<file path="config.mk">
export PLATFORM = sky130hd
export DESIGN_NAME = vending_machine_change_fsm
export DESIGN_NICKNAME = d
export VERILOG_FILES = /design/src/rtl/vending_machine_pkg.sv /design/src/rtl/vm_change_dispenser.sv /design/src/rtl/vending_machine_change_fsm.sv
export SDC_FILE = /design/constraint.sdc
export NUM_CORES = 1
export LEC_CHECK = 0
export ABC_AREA = 1
export CORE_ASPECT_RATIO = 1.4
export CORE_MARGIN = 1
export CORE_UTILIZATION = 50
export CTS_CLUSTER_DIAMETER = 120
export DETAILED_ROUTE_END_ITERATION = 7
export GPL_TIMING_DRIVEN = 0
export PLACE_DENSITY_LB_ADDON = 0.15
export SETUP_SLACK_MARGIN = 0.1
export SLEW_MARGIN = 20
export SYNTH_ARGS = -nofsm -noshare
export SYNTH_HDL_FRONTEND = slang
export SYNTH_HIERARCHICAL = 1
export SYNTH_SLANG_ARGS = --single-unit
</file>
<file path="constraint.sdc">
create_clock -name clk -period 3.3 [get_ports clk]
set_clock_uncertainty 0.2 [all_clocks]
set_input_delay 0.66 -clock clk [delete_from_list [all_inputs] [get_ports clk]]
set_output_delay 0.66 -clock clk [all_outputs]
set_load 0.05 [all_outputs]
</file>
<file path="src/rtl/vending_machine_pkg.sv">
// Shared types and coin constants for the parametrised vending/change FSM.
package vending_machine_pkg;

  typedef enum logic [1:0] {
    ACCUM  = 2'd0,
    VEND   = 2'd1,
    CHANGE = 2'd2,
    REFUND = 2'd3
  } fsm_t;

  localparam int unsigned NICKEL_UNITS  = 1;
  localparam int unsigned DIME_UNITS    = 2;
  localparam int unsigned QUARTER_UNITS = 5;
  localparam int unsigned COIN_W        = 3;
  localparam int unsigned TAKE_W        = 2;

  // Value of the strobed coin; only meaningful when exactly one strobe is high.
  function automatic logic [COIN_W-1:0] coin_units(input logic n, input logic d, input logic q);
    logic [COIN_W-1:0] units;
    units = '0;
    if (q)      units = COIN_W'(QUARTER_UNITS);
    else if (d) units = COIN_W'(DIME_UNITS);
    else if (n) units = COIN_W'(NICKEL_UNITS);
    return units;
  endfunction

endpackage

</file>
<file path="src/rtl/vm_change_dispenser.sv">
// Greedy dime/nickel change loop over a valid/ready handshake; shared by CHANGE and REFUND.
module vm_change_dispenser
  import vending_machine_pkg::*;
#(
  parameter int unsigned CREDIT_W = 5
) (
  input  logic                clk,
  input  logic                rst_n,
  input  logic                i_start,
  input  logic [CREDIT_W-1:0] i_start_credit,
  input  logic                i_active,
  input  logic [CREDIT_W-1:0] i_credit,
  input  logic                i_ready,
  output logic                o_valid,
  output logic                o_dime,
  output logic [TAKE_W-1:0]   o_take_units_c,
  output logic                o_done_c
);

  logic                r_valid;
  logic                r_dime;
  logic                w_fire;
  logic [TAKE_W-1:0]   w_take;
  logic [CREDIT_W-1:0] w_left;

  // Coin handed over this cycle and what is still owed afterwards.
  always_comb begin
    w_fire = r_valid & i_ready;
    w_take = '0;
    if (w_fire) w_take = r_dime ? TAKE_W'(DIME_UNITS) : TAKE_W'(NICKEL_UNITS);
    w_left = i_credit - CREDIT_W'(w_take);
  end

  assign o_take_units_c = w_take;
  assign o_done_c       = w_fire && (w_left == '0);
  assign o_valid        = r_valid;
  assign o_dime         = r_dime;

  // Offer only changes on a load or an accepted coin, so it is stable while ready is low.
  always_ff @(posedge clk) begin
    if (!rst_n) begin
      r_valid <= 1'b0;
      r_dime  <= 1'b0;
    end else if (i_start) begin
      r_valid <= (i_start_credit != '0);
      r_dime  <= (i_start_credit >= CREDIT_W'(DIME_UNITS));
    end else if (i_active) begin
      if (w_fire) begin
        r_valid <= (w_left != '0);
        r_dime  <= (w_left >= CREDIT_W'(DIME_UNITS));
      end
    end else begin
      r_valid <= 1'b0;
      r_dime  <= 1'b0;
    end
  end

endmodule

</file>
<file path="src/rtl/vending_machine_change_fsm.sv">
// Credit accumulator with configurable price, one-cycle vend pulse and coin-by-coin change/refund.
module vending_machine_change_fsm
  import vending_machine_pkg::*;
#(
  parameter  int unsigned PRICE      = 8,
  parameter  int unsigned MAX_CREDIT = 31,
  localparam int unsigned CREDIT_W   = $clog2(MAX_CREDIT + 1)
) (
  input  logic                clk,
  input  logic                rst_n,
  input  logic                nickel,
  input  logic                dime,
  input  logic                quarter,
  input  logic                cancel,
  output logic                vend,
  output logic                change_valid,
  output logic                change_dime,
  input  logic                change_ready,
  output logic                coin_reject,
  output logic [CREDIT_W-1:0] credit,
  output logic                busy
);

  localparam int unsigned SUM_W = CREDIT_W + 1;

  fsm_t                r_state;
  fsm_t                w_state_nxt;
  logic [CREDIT_W-1:0] r_credit;
  logic [CREDIT_W-1:0] w_credit_nxt;
  logic [CREDIT_W-1:0] w_credit_coin;
  logic [CREDIT_W-1:0] w_start_credit;
  logic                r_vend;
  logic                r_busy;
  logic                r_coin_reject;
  logic [COIN_W-1:0]   w_coin_units;
  logic [SUM_W-1:0]    w_sum;
  logic                w_coin_any;
  logic                w_one_coin;
  logic                w_committed;
  logic                w_coin_ok;
  logic                w_start;
  logic                w_active;
  logic [TAKE_W-1:0]   w_take_units;
  logic                w_done;

  // Coin legality; a credit already at price is committed to vending, so coins are refused.
  always_comb begin
    w_coin_any    = nickel | dime | quarter;
    w_one_coin    = $onehot({quarter, dime, nickel});
    w_coin_units  = coin_units(nickel, dime, quarter);
    w_sum         = SUM_W'(r_credit) + SUM_W'(w_coin_units);
    w_committed   = (r_state == ACCUM) && (r_credit >= CREDIT_W'(PRICE));
    w_coin_ok     = w_one_coin && (r_state == ACCUM) && !w_committed &&
                    (w_sum <= SUM_W'(MAX_CREDIT));
    w_credit_coin = w_coin_ok ? w_sum[CREDIT_W-1:0] : r_credit;
    w_active      = (r_state == CHANGE) || (r_state == REFUND);
  end

  always_comb begin
    w_state_nxt    = r_state;
    w_credit_nxt   = r_credit;
    w_start        = 1'b0;
    w_start_credit = '0;
    case (r_state)
      ACCUM: begin
        w_credit_nxt = w_credit_coin;
        if (w_committed) begin
          w_state_nxt = VEND;
        end else if (cancel && (w_credit_coin != '0) && (w_credit_coin < CREDIT_W'(PRICE))) begin
          w_state_nxt    = REFUND;
          w_start        = 1'b1;
          w_start_credit = w_credit_coin;
        end
      end
      VEND: begin
        w_credit_nxt = r_credit - CREDIT_W'(PRICE);
        if (w_credit_nxt != '0) begin
          w_state_nxt    = CHANGE;
          w_start        = 1'b1;
          w_start_credit = w_credit_nxt;
        end else begin
          w_state_nxt = ACCUM;
        end
      end
      CHANGE, REFUND: begin
        w_credit_nxt = r_credit - CREDIT_W'(w_take_units);
        if (w_done) w_state_nxt = ACCUM;
      end
      default: begin
        w_state_nxt  = ACCUM;
        w_credit_nxt = '0;
      end
    endcase
  end

  always_ff @(posedge clk) begin
    if (!rst_n) begin
      r_state       <= ACCUM;
      r_credit      <= '0;
      r_vend        <= 1'b0;
      r_busy        <= 1'b0;
      r_coin_reject <= 1'b0;
    end else begin
      r_state       <= w_state_nxt;
      r_credit      <= w_credit_nxt;
      r_vend        <= (w_state_nxt == VEND);
      r_busy        <= (w_state_nxt != ACCUM);
      r_coin_reject <= w_coin_any & ~w_coin_ok;
    end
  end

  vm_change_dispenser #(
    .CREDIT_W(CREDIT_W)
  ) u_dispenser (
    .clk            (clk),
    .rst_n          (rst_n),
    .i_start        (w_start),
    .i_start_credit (w_start_credit),
    .i_active       (w_active),
    .i_credit       (r_credit),
    .i_ready        (change_ready),
    .o_valid        (change_valid),
    .o_dime         (change_dime),
    .o_take_units_c (w_take_units),
    .o_done_c       (w_done)
  );

  assign vend        = r_vend;
  assign busy        = r_busy;
  assign coin_reject = r_coin_reject;
  assign credit      = r_credit;

endmodule
</file>
======== Yosys cells after proc, flatten, opt, wreduce, memory -nomap -nowiden ========
Cells that the tools add are included.
storage, ports and cells
  output and inout port bits .............. 10
  bits in registers ....................... 12
  bits of input ports ..................... 7
  logic and storage cells ................. 71
operators by class
  equal/unequal tests ..................... 6
  mux-type cells .......................... 26
  magnitude comparators ................... 5
  reduce and logical (&&, ||, !) cells .... 17
  $add $sub $neg .......................... 5
  bitwise gates (word level) .............. 5
operators with widths
  cell                                                               count
  two-way mux 5 bit                                                  4
  nonzero test 5 bit                                                 4
  one-hot mux 5 bit (3 select lines)                                 1
  two-way mux 2 bit                                                  7
  greater-or-equal comparator 5 x 2 -> 1 bit, second input constant  2
  two-way mux 1 bit                                                  10
  one-hot mux 5 bit (2 select lines)                                 1
  logical AND 1 bit                                                  7
  adder 5 x 3 -> 6 bit                                               1
  == test 2 x 1 -> 1 bit, second input constant                      3
  <= comparator 6 x 5 -> 1 bit, second input constant                1
  one-hot mux 2 bit (3 select lines)                                 1
  greater-or-equal comparator 5 x 4 -> 1 bit, second input constant  1
  logical NOT 5 bit                                                  1
  less-than comparator 5 x 4 -> 1 bit, second input constant         1
  subtractor 5 x 2 -> 5 bit                                          1
  subtractor 5 x 4 -> 5 bit, second input constant                   1
  == test 2 bit, second input constant                               2
  two-way mux 3 bit                                                  1
  inequality test 3 x 2 -> 1 bit, second input constant              1
  adder 1 x 1 -> 2 bit                                               1
  adder 2 x 1 -> 2 bit                                               1
  bitwise AND 1 bit                                                  2
  logical NOT 2 bit                                                  1
  other kinds (7)                                                    8

======== Logic depth before layout (Yosys ltp) ========
Gate-level depths: netlist of the first run.
  depth after elaboration ................. 15
  gate-level depth with buffers ........... 18
  mapped depth without buffers ............ 18

======== Hierarchy ========
Netlist of the first run, hierarchy kept.
by module, submodules not included
  module                      area each (sq um)  sequential area each (sq um)  instances  cells an instance
  vending_machine_change_fsm  1007.2             200.2                         1          140
  vm_change_dispenser         284.0              40.0                          1          46

======== Worst setup path before layout of the first run ========
Ideal clock, no wire load.
  kind .................................... in2reg
  from .................................... input port nickel
  to ...................................... register u_dispenser.r_dime, in the netlist u_dispenser/o_dime
  setup slack ............................. 0.376 ns
  stages .................................. 16
  library setup time ...................... 0.122 ns
  required time ........................... 2.978 ns
  arrival ................................. 2.602 ns
  path buffers ............................ 0
  path through ............................ inv_1 -> fa_1 -> inv_1 -> nand2_1 -> nor2_4 -> nand3_4 -> nor2_8 -> nand2_1 -> nand2_2 -> nand3_2 -> nand3_4 -> nand2_1 -> nor2_8 -> nand2_1 -> o21ai_0 -> a21oi_2
on the way
  elaborated cells on any way between the ends .. 25
  those cells by class .................... add/sub (3); order compare (3); eq/ne (2); mux (11); reduce/logical (6)
RTL lines
  item                                                                                  RTL line                                                            source
  start, declared                                                                       vending_machine_change_fsm.sv:11                                    input logic nickel,
  two-way mux 1 bit / adder 1 x 1 -> 2 bit (equally long branches)                      vending_machine_pkg.sv:23, vending_machine_change_fsm.sv:49
  two-way mux 2 bit / adder 2 x 1 -> 2 bit (equally long branches)                      vending_machine_pkg.sv:22, vending_machine_change_fsm.sv:49
  two-way mux 3 bit / == test 2 x 1 -> 1 bit (equally long branches)                    vending_machine_pkg.sv:21, vending_machine_change_fsm.sv:49
  adder 5 x 3 -> 6 bit / logical AND 1 bit (equally long branches)                      vending_machine_change_fsm.sv:51, vending_machine_change_fsm.sv:53
  <= comparator 6 x 5 -> 1 bit / logical AND 1 bit (equally long branches)              vending_machine_change_fsm.sv:54, vending_machine_change_fsm.sv:53
  logical AND 1 bit                                                                     vending_machine_change_fsm.sv:53                                    w_coin_ok = w_one_coin && (r_state == ACCUM) && !w_committed &&
  two-way mux 5 bit *                                                                   vending_machine_change_fsm.sv:55                                    w_credit_coin = w_coin_ok ? w_sum[CREDIT_W-1:0] : r_credit;
  branches (longest 2 deep; another with less-than comparator 5 x 4 -> 1 bit)           n/a
  logical AND 1 bit *                                                                   vending_machine_change_fsm.sv:69                                    end else if (cancel && (w_credit_coin != '0) && (w_credit_coin < CREDIT_W'(PRICE))) begin
  two-way mux 1 bit *                                                                   vending_machine_change_fsm.sv:69
  two-way mux 1 bit *                                                                   vending_machine_change_fsm.sv:67                                    if (w_committed) begin
  one-hot mux 1 bit (2 select lines) *                                                  vending_machine_change_fsm.sv:64                                    case (r_state)
  via w_start                                                                           vending_machine_change_fsm.sv:41                                    logic w_start;
  inequality test 3 x 2 -> 1 bit (no line) / two-way mux 1 bit (equally long branches)  n/a
  end signal, assigned                                                                  vm_change_dispenser.sv:46                                           r_dime <= (i_start_credit >= CREDIT_W'(DIME_UNITS));
  end signal, assigned                                                                  vm_change_dispenser.sv:50                                           r_dime <= (w_left >= CREDIT_W'(DIME_UNITS));
  end, declared                                                                         vm_change_dispenser.sv:21                                           logic r_dime;
Mark *: on every way through the listed nets, which the timed path passes.
A chain may end at the register's enable or synchronous reset.

======== Final worst setup path of the first run ========
  from .................................... input port quarter
  to ...................................... register u_dispenser.r_valid, in the netlist u_dispenser/o_valid
on the way
  word-level cells in the longest chain between the ends .. 14
  elaborated cells on any way between the ends .. 22
  those cells by class .................... add/sub (2); order compare (2); eq/ne (2); mux (9); reduce/logical (7)
ends and longest elaborated chain
  item                                                                         RTL line                          source
  start, declared                                                              vending_machine_change_fsm.sv:13  input logic quarter,
  branches (longest 5 deep; another with adder 5 x 3 -> 6 bit)                 n/a
  two-way mux 5 bit *                                                          vending_machine_change_fsm.sv:55
  branches (longest 3 deep; another with less-than comparator 5 x 4 -> 1 bit)  n/a
  two-way mux 5 bit *                                                          vending_machine_change_fsm.sv:69
  two-way mux 5 bit *                                                          vending_machine_change_fsm.sv:67
  one-hot mux 5 bit (2 select lines) *                                         vending_machine_change_fsm.sv:64
  via w_start_credit[2]                                                        vending_machine_change_fsm.sv:31  logic [CREDIT_W-1:0] w_start_credit;
  nonzero test 5 bit *                                                         vm_change_dispenser.sv:45         r_valid <= (i_start_credit != '0);
  two-way mux 1 bit *                                                          vm_change_dispenser.sv:44         end else if (i_start) begin
  end signal, assigned                                                         vm_change_dispenser.sv:45
  end signal, assigned                                                         vm_change_dispenser.sv:49         r_valid <= (w_left != '0);
  end, declared                                                                vm_change_dispenser.sv:20         logic r_valid;
Marked as above.

==> results of run 1 <==
[routing by layer]
metal / part of all wire / GRT usage / vias up
met3: 0.043 / 0.03198 / 17
met2: 0.54 / 0.4348 / 47
met1: 0.37 / 0.2564 / 573
met5: 0 / 0 / -
li1: - / - / 640
met4: 0.039 / 0.1061 / 0
[cell usage after synthesis]
master	instances	area [um^2]
nand3_2	5	50.05
o21ai_1	6	30.03
or2_2	1	6.260
ha_1	9	112.6
dfxtp_1	12	240.2
o21ai_0	5	25.02
clkbuf_1	1	3.750
inv_2	4	15.01
a31oi_1	4	25.02
fa_1	4	80.08
nand2_1	45	168.9
xor2_1	1	8.760
nor2_2	2	12.51
o31ai_1	1	7.510
nand4_1	2	12.51
nor2_4	3	33.78
o21bai_1	2	15.01
nand3_1	12	60.06
nand2_4	2	22.52
a21oi_1	3	15.01
a211o_1	1	8.760
nand2_2	7	43.79
nand2_8	1	20.02
inv_1	33	123.9
a21oi_2	2	17.52
a311oi_1	1	8.760
nor2_1	13	48.80
nand3_4	2	35.03
nor2_8	2	40.04
[kinds of logic (layout without fill, tap and decap cells)]
kind of cell,count (synthesis),after routing
simple gates,97,97
buf+inv,38,63
compound gates,25,25
fa+ha+maj,13,13
flops,12,12
xor+xnor,1,1
[state kept, by name, summed over array words and instances (netlist names)]
name / count
busy: 1
coin_reject: 1
credit: 5
r_state: 2
u_dispenser/o_dime: 1
u_dispenser/o_valid: 1
vend: 1
[path summary, 6_finish.rpt]
kind | depth (start not counted) | to | slack, ps
worst max-delay path | 17 | u_dispenser/o_valid$_SDFFE_PN0P_ | 290
worst min-delay path | 2 | u_dispenser/o_valid$_SDFFE_PN0P_ | 370
worst max register to register | 15 | u_dispenser/o_valid$_SDFFE_PN0P_ | 500
worst min register to register | 2 | u_dispenser/o_valid$_SDFFE_PN0P_ | 370
[final cells by class]
type	instances	area, um^2
buffer	1	3.754
clock buffer	4	36.28
fill	213	770.7
inverter	37	138.9
multi-input combinational	136	979.7
sequential	12	240.2
tap	34	42.54
timing repair buffer	21	205.2
[stage by stage]
stage	instance area, um^2	cells
detailed placement	1494	236
global placement	1494	236
floorplan	1291	186
finish	1647	245
CTS	1568	243
global route	1647	245
[what timing repair did]
item,in CTS,in global routing
setup buffers,3,2
gates resized for setup,9,19
hold endpoints to repair,0,0
pin swaps,5,10
setup endpoints to repair,2,2
[cells in the final DEF (no fill, tap or decap), drive strengths merged, types with 4 or more instances in the layout]
master	instances
clkdlybuf4s50	13
inv	37
clkbuf	5
nor2	20
dfxtp	12
buf	5
a31oi	4
a21oi	5
nand3	19
o21ai	11
ha	9
fa	4
nand2	55
[worst min-delay path, stage by stage (launching register included)]
cell     delay (ps)
dfxtp_1         360
o21ai_1          90
a21oi_2          90
[power groups by stage]
stage | registers, mW | clock network, mW | logic, mW
2_1_floorplan | 0.437 | 0 | 0.567
3_3_place_gp | 0.290 | 0 | 0.912
3_5_place_dp | 0.292 | 0 | 0.939
4_1_cts | 0.290 | 0.120 | 0.987
5_1_grt | 0.303 | 0.129 | 1.17
6_report | 0.294 | 0.120 | 1.07
==> flow_summary.json, run 1 <==
{
  "setup.worst_path.start_class": "input port",
  "synth_top_family_by_area": "simple AND/OR/NAND/NOR gates",
  "drt_iter0_drc": 49,
  "routedWlPerCell_um": 12.78,
  "grt_overflow": 0,
  "grt_max_degree": 12,
  "syn_area_per_cell_um2": 6.942,
  "antenna_found_initial": 0,
  "ant_nets": 0,
  "routed_wl_um": 3130,
  "die_x_um": 44.95,
  "cpMaxStageDelayCell": "fa_1",
  "synth_xor_area_frac": 0.006783,
  "critPathLaunch": "quarter",
  "p_sw_uw": 834.8,
  "synth_adder_area_share": 0.1492,
  "period_minus_slack_ps": 3010,
  "globalplace.congestion": 0.8754,
  "cts_num_sinks": 12,
  "grt_pass1_wl_um": 5092,
  "synthSimpleGateAreaFrac": 0.4293,
  "crit_buf_inv": 3,
  "synth_cell_types": 29,
  "fin_crit_sh": 0.9121,
  "maxCapViolations": 0,
  "fin_tns_setup_ps": 0,
  "timing.final.ws_setup_ps": 290.0,
  "p_clk_frac": 0.081,
  "slew_viol_final": 0,
  "dp_slack_ps": -347.0,
  "yosysWarnings": 6,
  "muxShareOfSynthArea": 0,
  "core_mm2": 0.002417,
  "drc": 0,
  "hold_ws_ps": 368.7,
  "clk_pin_slew_worst_paths_ps": 80,
  "ios": 17,
  "initial_core_util": 0.5342,
  "crit_fanout": 6,
  "grt_pass1_vias": 1243,
  "ys_ff_latch": 12,
  "row_count": 21,
  "grt.total_usage": 0.2393,
  "crit_path_max_incr_delay_ps": 430,
  "slew_headroom": 0.6678,
  "endpoint_kind": "register",
  "die_area_mm2": 0.002793,
  "power.total_mw": 1.486,
  "crit_family": "simple AND/OR/NAND/NOR gates",
  "fin_nets": 232,
  "die_h_um": 62.13,
  "arrival_ps": 2990,
  "tritoncts": "done",
  "vias": 1277,
  "vias_per_cell": 5.212,
  "fmax_ghz": 0.3322,
  "numPortBuffers": 16,
  "status": "completed",
  "rsz0062_at_grt": "no",
  "setup_viol": 0,
  "min_from": "u_dispenser/o_valid$_SDFFE_PN0P_",
  "leakagePower_nw": 0.7971,
  "htreeDepth": 1,
  "cts_hold_buf": 0,
  "critPathKind": "input port to register",
  "final_layout_size_suffix_gt1_frac": 0.2512,
  "p_int_uw": 650.8,
  "antennaDiodeCount": 0,
  "tightest_slew_ps": 496.7,
  "synth_cells": 186,
  "cts_buffer_depth": 2,
  "path_cells": "dlygate4sd2_1, inv_1, fa_1, inv_1, nand2_2, nor2_4, nand3_4, nor2_8, nand2_2, nand2_2, nand3_4, nand3_4, o21ai_1, nor2_1, nand2_1, o21ai_2, a21oi_2",
  "post-dp-hpwl_um": 2333,
  "yosysSeqAreaShare": 0.1860,
  "p_per_area_mw_per_mm2": 902.3,
  "final_hold_viol_count": 0,
  "min_path_type": "register to register",
  "root_buffer": "clkbuf_4",
  "seq_power_share": 0.198,
  "syn_area_mm2": 0.001291,
  "peakVddDrop_mv": 0.4908,
  "finish.utilization": 0.6812,
  "rr_startpoint": "credit[2]$_SDFFE_PN0P_",
  "power.share.combinational": 0.721,
  "numCtsBuffers": 3,
  "p_sw_frac": 0.5619,
  "syn_to_final_growth_pct": 27.52,
  "syn-num-nets": 206,
  "dr.pass1.iters": 5,
  "required_ps": 3280,
  "insertion_delay_ps": 280,
  "synth-compound-area-share": 0.1182
}
(Power assumes the default switching activity.)
==> inputs of run 2 (changes only) <==
--- a/config.mk
+++ b/config.mk
@@ -5,7 +5,6 @@
 export SDC_FILE = /design/constraint.sdc
 export NUM_CORES = 1
 export LEC_CHECK = 0
-export ABC_AREA = 1
 export CORE_ASPECT_RATIO = 1.4
 export CORE_MARGIN = 1
 export CORE_UTILIZATION = 50
==> run 2 against run 1 <==
  * Combinational power down 9.7%
  * Clock power about the same
  * Via count down 12%
  * Count of clock-buffer cells in the layout unchanged
  * Power down 8.6%
  * Non-clock buffer count up 1
  * First-iteration DRC count down 14%
  * Die area down 8.4%
  * Critical path depth down 5
  * Synthesized area down 8.7%
  * Sequential share of layout area up 1.7 points
  * Synthesized cell count down 26%
  * Largest cell class unchanged
  * Largest power group unchanged
==> flow_summary.json, run 2 <==
{
  "status": "completed",
  "vias_per_cell": 6.169,
  "netlist_top_cells_area": "dfxtp_1, ha_1, fa_1",
  "finalInstanceArea_mm2": 0.001481,
  "timing.final.ws_setup_ps": 247.8,
  "p_per_area_mw_per_mm2": 916.1,
  "numPortBuffers": 16,
  "setup_viol": 0,
  "die_x_um": 43.04,
  "largest_reg_flops": 5,
  "syn_to_final_growth_pct": 25.69,
  "dp_slack_ps": -762.0,
  "final_layout_size_suffix_gt1_frac": 0.2547,
  "cts_buffer_depth": 2,
  "fin_crit_sh": 0.9249,
  "maxCapViolations": 0,
  "yosysWarnings": 6,
  "syn-num-nets": 157,
  "tightest_slew_ps": 505.6,
  "vias": 1129,
  "ios": 17,
  "synthSimpleGateAreaFrac": 0.2495,
  "grt_overflow": 0,
  "reg2reg_slack_ps": 340,
  "synth_top_family_by_area": "compound AO/OA/AOI/OAI gates",
  "required_ps": 3270,
  "grt_max_degree": 11,
  "min_from": "u_dispenser/o_valid$_SDFFE_PN0P_",
  "synth_cells": 137,
  "initial_core_util": 0.5352,
  "ant_nets": 0,
  "routedWlPerCell_um": 15.74,
  "leakagePower_nw": 0.5725,
  "die_area_mm2": 0.002558,
  "finish.utilization": 0.6727,
  "place_inst": 175,
  "final_cells": 183,
  "insertion_delay_ps": 280,
  "reg2reg_to": "u_dispenser/o_valid$_SDFFE_PN0P_",
  "slew_viol_final": 0,
  "die_h_um": 59.45,
  "htreeDepth": 1,
  "root_buffer": "clkbuf_4",
  "slew_headroom": 0.6619,
  "grt_pass1_vias": 1120,
  "synth_most_common_cell": "inv_1",
  "tritoncts": "done",
  "post-dp-hpwl_um": 2223,
  "async_reset_ff_frac": 0,
  "synth-compound-area-share": 0.2516,
  "grt.total_usage": 0.2386,
  "globalplace.congestion": 0.9352,
  "period_minus_slack_ps": 3052,
  "peakVddDrop_mv": 0.5116,
  "final_common_cell": "inv_1",
  "antennaDiodeCount": 0,
  "netlist_top_cells_count": "inv_1, dfxtp_1, a21oi_1",
  "grt_pass1_wl_um": 4643,
  "clk_pin_slew_worst_paths_ps": 80,
  "reg2reg_depth": 10,
  "routed_wl_um": 2881,
  "dr.pass1.iters": 4,
  "synth_top_area_cell": "dfxtp_1",
  "synth_cell_types": 49,
  "critPathKind": "input port to register",
  "cts_num_sinks": 12,
  "fin_nets": 182,
  "synth_xor_area_frac": 0.04459,
  "final_hold_viol_count": 0,
  "cts_hold_buf": 0,
  "mostFrequentLayoutCells": "inv_1, clkdlybuf4s50_1, dfxtp_1",
  "rr_startpoint": "credit[2]$_SDFFE_PN0P_",
  "synth_edf_count": 0,
  "ys_ff_latch": 12,
  "syn_area_per_cell_um2": 8.603,
  "drt_iter0_drc": 42,
  "antenna_found_initial": 0,
  "power.total_mw": 1.357,
  "yosysSeqAreaShare": 0.2038,
  "setup.worst_path.start_class": "input port",
  "whs_endpoint": "u_dispenser/o_valid$_SDFFE_PN0P_",
  "rsz0062_at_grt": "no",
  "row_count": 20,
  "holdPathStages": 2,
  "muxShareOfSynthArea": 0.008493,
  "ys.flop_type": "dfxtp_1",
  "min_path_type": "register to register",
  "crit_fanout": 4,
  "syn_area_mm2": 0.001179,
  "numCtsBuffers": 3,
  "yosysTopAreaCellShare": 0.2038,
  "endpoint_kind": "register",
  "core_mm2": 0.002202,
  "fmax_ghz": 0.3276,
  "postPlaceCellArea_mm2": 0.001368,
  "drc": 0,
  "synth_adder_area_share": 0.1635,
  "arrival_ps": 3020
}
[run 2: worst max-delay path: stages]
cell       delay [ps]
clkbuf_2          110
inv_1              70
fa_1              480
nor2b_4           180
o2111ai_4         210
o31ai_4           280
a221oi_2          110
nand2_2           110
o22ai_1            70
or4_4             500
o211ai_2          140
o21ai_1            80
[run 2: final cells by class]
class	count	area, um^2
Fill cell	192	720.7
Multi-Input combinational cell	105	908.4
Sequential cell	12	241.5
Inverter	17	63.81
Timing Repair Buffer	20	175.2
Tap cell	22	27.53
Clock buffer	4	36.28
Buffer	3	28.78
[run 2: how the worst max path moves through the flow]
stage                                                   to    start  depth (start not counted)  slack, ps
after floorplan           u_dispenser/o_valid$_SDFFE_PN0P_   nickel                         11        120
after global placement    u_dispenser/o_valid$_SDFFE_PN0P_  quarter                         12       -720
after detailed placement  u_dispenser/o_valid$_SDFFE_PN0P_  quarter                         12       -760
after CTS                 u_dispenser/o_valid$_SDFFE_PN0P_  quarter                         12        120
after global routing      u_dispenser/o_valid$_SDFFE_PN0P_  quarter                         12        170
final                     u_dispenser/o_valid$_SDFFE_PN0P_  quarter                         12        250
[run 2: what timing repair did]
action | CTS | global route
pin swaps | 7 | 8
resized for setup | 19 | 7
setup buffers | 4 | 0
endpoints found under the setup margin | 3 | 2
endpoints found under the hold margin | 0 | 0
[run 2: logic make-up after synthesis]
family	Yosys count
simple gates	45
xor+xnor	6
compound gates	40
fa+ha+maj	13
buf+inv	20
mux	1
flops	12
[run 2: layer usage]
metal	part of all wire	vias to the layer above	track usage
li1	-	551	-
met1	0.38	522	0.2354
met2	0.55	44	0.4675
met3	0.044	12	0.03659
met4	0.027	0	0.1212
met5	0	-	0
[run 2: per-stage QoR]
| step | TNS, ps | hold WS (ps) |
|---|---|---|
| detailed placement | -2224 | 302.9 |
| finish | 0 | 312.9 |
| global placement | -1982 | 291.0 |
| CTS | 0 | 313.6 |
| global route | 0 | 344.7 |
| floorplan | 0 | 387.8 |
[run 2: power by group]
group,internal (mW),total (mW),switching (mW)
logic,0.391,0.966,0.575
clock network,0.0671,0.119,0.0518
registers,0.197,0.272,0.0753
total,0.655,1.36,0.702
==> inputs of run 3 (changes only) <==
--- a/config.mk
+++ b/config.mk
@@ -8,10 +8,12 @@
 export CORE_ASPECT_RATIO = 1.4
 export CORE_MARGIN = 1
 export CORE_UTILIZATION = 50
+export CTS_BUF_LIST = sky130_fd_sc_hd__clkbuf_4
 export CTS_CLUSTER_DIAMETER = 120
 export DETAILED_ROUTE_END_ITERATION = 7
 export GPL_TIMING_DRIVEN = 0
 export PLACE_DENSITY_LB_ADDON = 0.15
+export RECOVER_POWER = 50
 export SETUP_SLACK_MARGIN = 0.1
 export SLEW_MARGIN = 20
 export SYNTH_ARGS = -nofsm -noshare
==> run 3 against run 2 <==
  * Combinational power shrank 0.8%
  * Global-route usage is 0.063 points lower
  * Critical endpoint unchanged
  * Critical path type unchanged
  * Count of clock-buffer cells in the layout down 1
  * Non-clock buffer count is the same
==> flow_summary.json, run 3 (synthesized netlist as in run 2, its figures left out) <==
{
  "status": "completed",
  "p_per_area_mw_per_mm2": 897.8,
  "nFillCells": 193,
  "cts_num_sinks": 12,
  "crit_fanout": 4,
  "post-dp-hpwl_um": 2223,
  "dr_wl_met2_um": 1583,
  "die_h_um": 59.45,
  "fmax_ghz": 0.3266,
  "grt_pass1_wl_um": 4636,
  "p_clk_frac": 0.070,
  "ant_nets": 0,
  "globalplace.congestion": 0.9352,
  "rsz0062_at_grt": "no",
  "routed_wl_um": 2894,
  "antennaDiodeCount": 0,
  "power.share.combinational": 0.725,
  "vias": 1125,
  "grt.total_usage": 0.2379,
  "leakagePower_nw": 0.5906,
  "grt_pass1_vias": 1120,
  "syn_to_final_growth_pct": 24.84,
  "dr.pass1.iters": 4,
  "initial_core_util": 0.5352,
  "required_ps": 3260,
  "endpoint_kind": "register",
  "slew_headroom": 0.6569,
  "cts_hold_buf": 0,
  "fin_crit_sh": 0.9279,
  "seq_power_share": 0.205,
  "finalInstanceArea_mm2": 0.001471,
  "die_area_mm2": 0.002558,
  "drt_iter0_drc": 33,
  "insertion_delay_ps": 270,
  "drc": 0,
  "row_count": 20,
  "peakVddDrop_mv": 0.4942,
  "postPlaceCellArea_mm2": 0.001368,
  "wl_met3_um": 152,
  "arrival_ps": 3020,
  "setup.worst_path.start_class": "input port",
  "die_x_um": 43.04,
  "slew_viol_final": 0,
  "core_mm2": 0.002202,
  "clk_pin_slew_worst_paths_ps": 80,
  "highest_layer": "met4",
  "tightest_slew_ps": 513.0,
  "fin_nets": 182,
  "p_int_uw": 619.8,
  "final_hold_viol_count": 0,
  "ios": 17,
  "cts_buffer_depth": 2,
  "wl_met1_um": 1101,
  "power.total_mw": 1.321,
  "grt_max_degree": 11,
  "finish.utilization": 0.6682,
  "period_minus_slack_ps": 3062,
  "root_buffer": "clkbuf_4",
  "mostFrequentLayoutCells": "inv_1, dfxtp_1, dlygate4sd3_1",
  "min_path_type": "register to register",
  "routedWlPerCell_um": 15.81,
  "antenna_found_initial": 0,
  "numCtsBuffers": 3,
  "p_sw_frac": 0.5309,
  "final_layout_size_suffix_gt1_frac": 0.2484,
  "final_common_cell": "inv_1",
  "setup_viol": 0,
  "vias_per_cell": 6.148,
  "largest_reg_flops": 5,
  "critPathKind": "input port to register",
  "numPortBuffers": 16,
  "p_sw_uw": 701.3,
  "htreeDepth": 1,
  "tritoncts": "done",
  "grt_overflow": 0,
  "maxCapViolations": 0
}
==> run 3: metal layers <==
layer | GRT usage | up-vias
li1 | - | 553
met1 | 0.2354 | 522
met4 | 0.1212 | 0
met5 | 0 | -
met3 | 0.03659 | 8
met2 | 0.4654 | 42
==> run 3: path summary, 6_finish.rpt <==
check / startpoint / to / slack (ps) / cells past startpoint
hold / removal: u_dispenser/o_valid$_SDFFE_PN0P_ / u_dispenser/o_valid$_SDFFE_PN0P_ / 310 / 2
setup / recovery: quarter / u_dispenser/o_valid$_SDFFE_PN0P_ / 240 / 12
setup reg to reg: credit[2]$_SDFFE_PN0P_ / u_dispenser/o_valid$_SDFFE_PN0P_ / 350 / 10
hold reg to reg: u_dispenser/o_valid$_SDFFE_PN0P_ / u_dispenser/o_valid$_SDFFE_PN0P_ / 310 / 2
==> run 3: per-stage QoR <==
| step | instances | worst slack [ps] | hold WS, ps | TNS (ps) |
|---|---|---|---|---|
| 3_3_place_gp | 175 | -716.4 | 291.0 | -1982 |
| 3_5_place_dp | 175 | -762.0 | 302.9 | -2224 |
| 6_report | 183 | 238.1 | 310.2 | 0 |
| 2_1_floorplan | 137 | 124.9 | 387.8 | 0 |
| 5_1_grt | 183 | 174.4 | 341.6 | 0 |
| 4_1_cts | 183 | 118.7 | 313.6 | 0 |
==> run 3: timing repair <==
action                                  CTS  global route
endpoints found under the setup margin    3             2
pin swaps                                 7             8
gates resized for setup                  19             7
buffers inserted                          4             0
==> run 3: critical path, stage by stage <==
cell and delay [ps]:
clkbuf_2 110, inv_1 70, fa_1 480, nor2b_4 180, o2111ai_4 210, o31ai_4 280
a221oi_2 110, nand2_2 110, o22ai_1 70, or4_4 500, o211ai_2 150, o21ai_1 80
==> run 3: area by class of cell <==
type                            instances  area [um^2]  area share
Multi-Input combinational cell        105        908.4      0.6173
Inverter                               17        63.81     0.04337
Clock buffer                            3        22.52     0.01531
Buffer                                  3        28.78     0.01956
Timing Repair Buffer                   20        175.2      0.1190
Sequential cell                        12        241.5      0.1641
Clock inverter                          1        3.754    0.002551
Tap cell                               22        27.53     0.01871
==> run 3: power groups by stage <==
stage / registers [mW] / logic, mW / clock network, mW
after floorplan: 0.396 / 0.547 / 0
after CTS: 0.272 / 0.957 / 0.0931
final: 0.271 / 0.958 / 0.0924
after global routing: 0.279 / 1.02 / 0.100
after detailed placement: 0.275 / 0.887 / 0
after global placement: 0.272 / 0.875 / 0
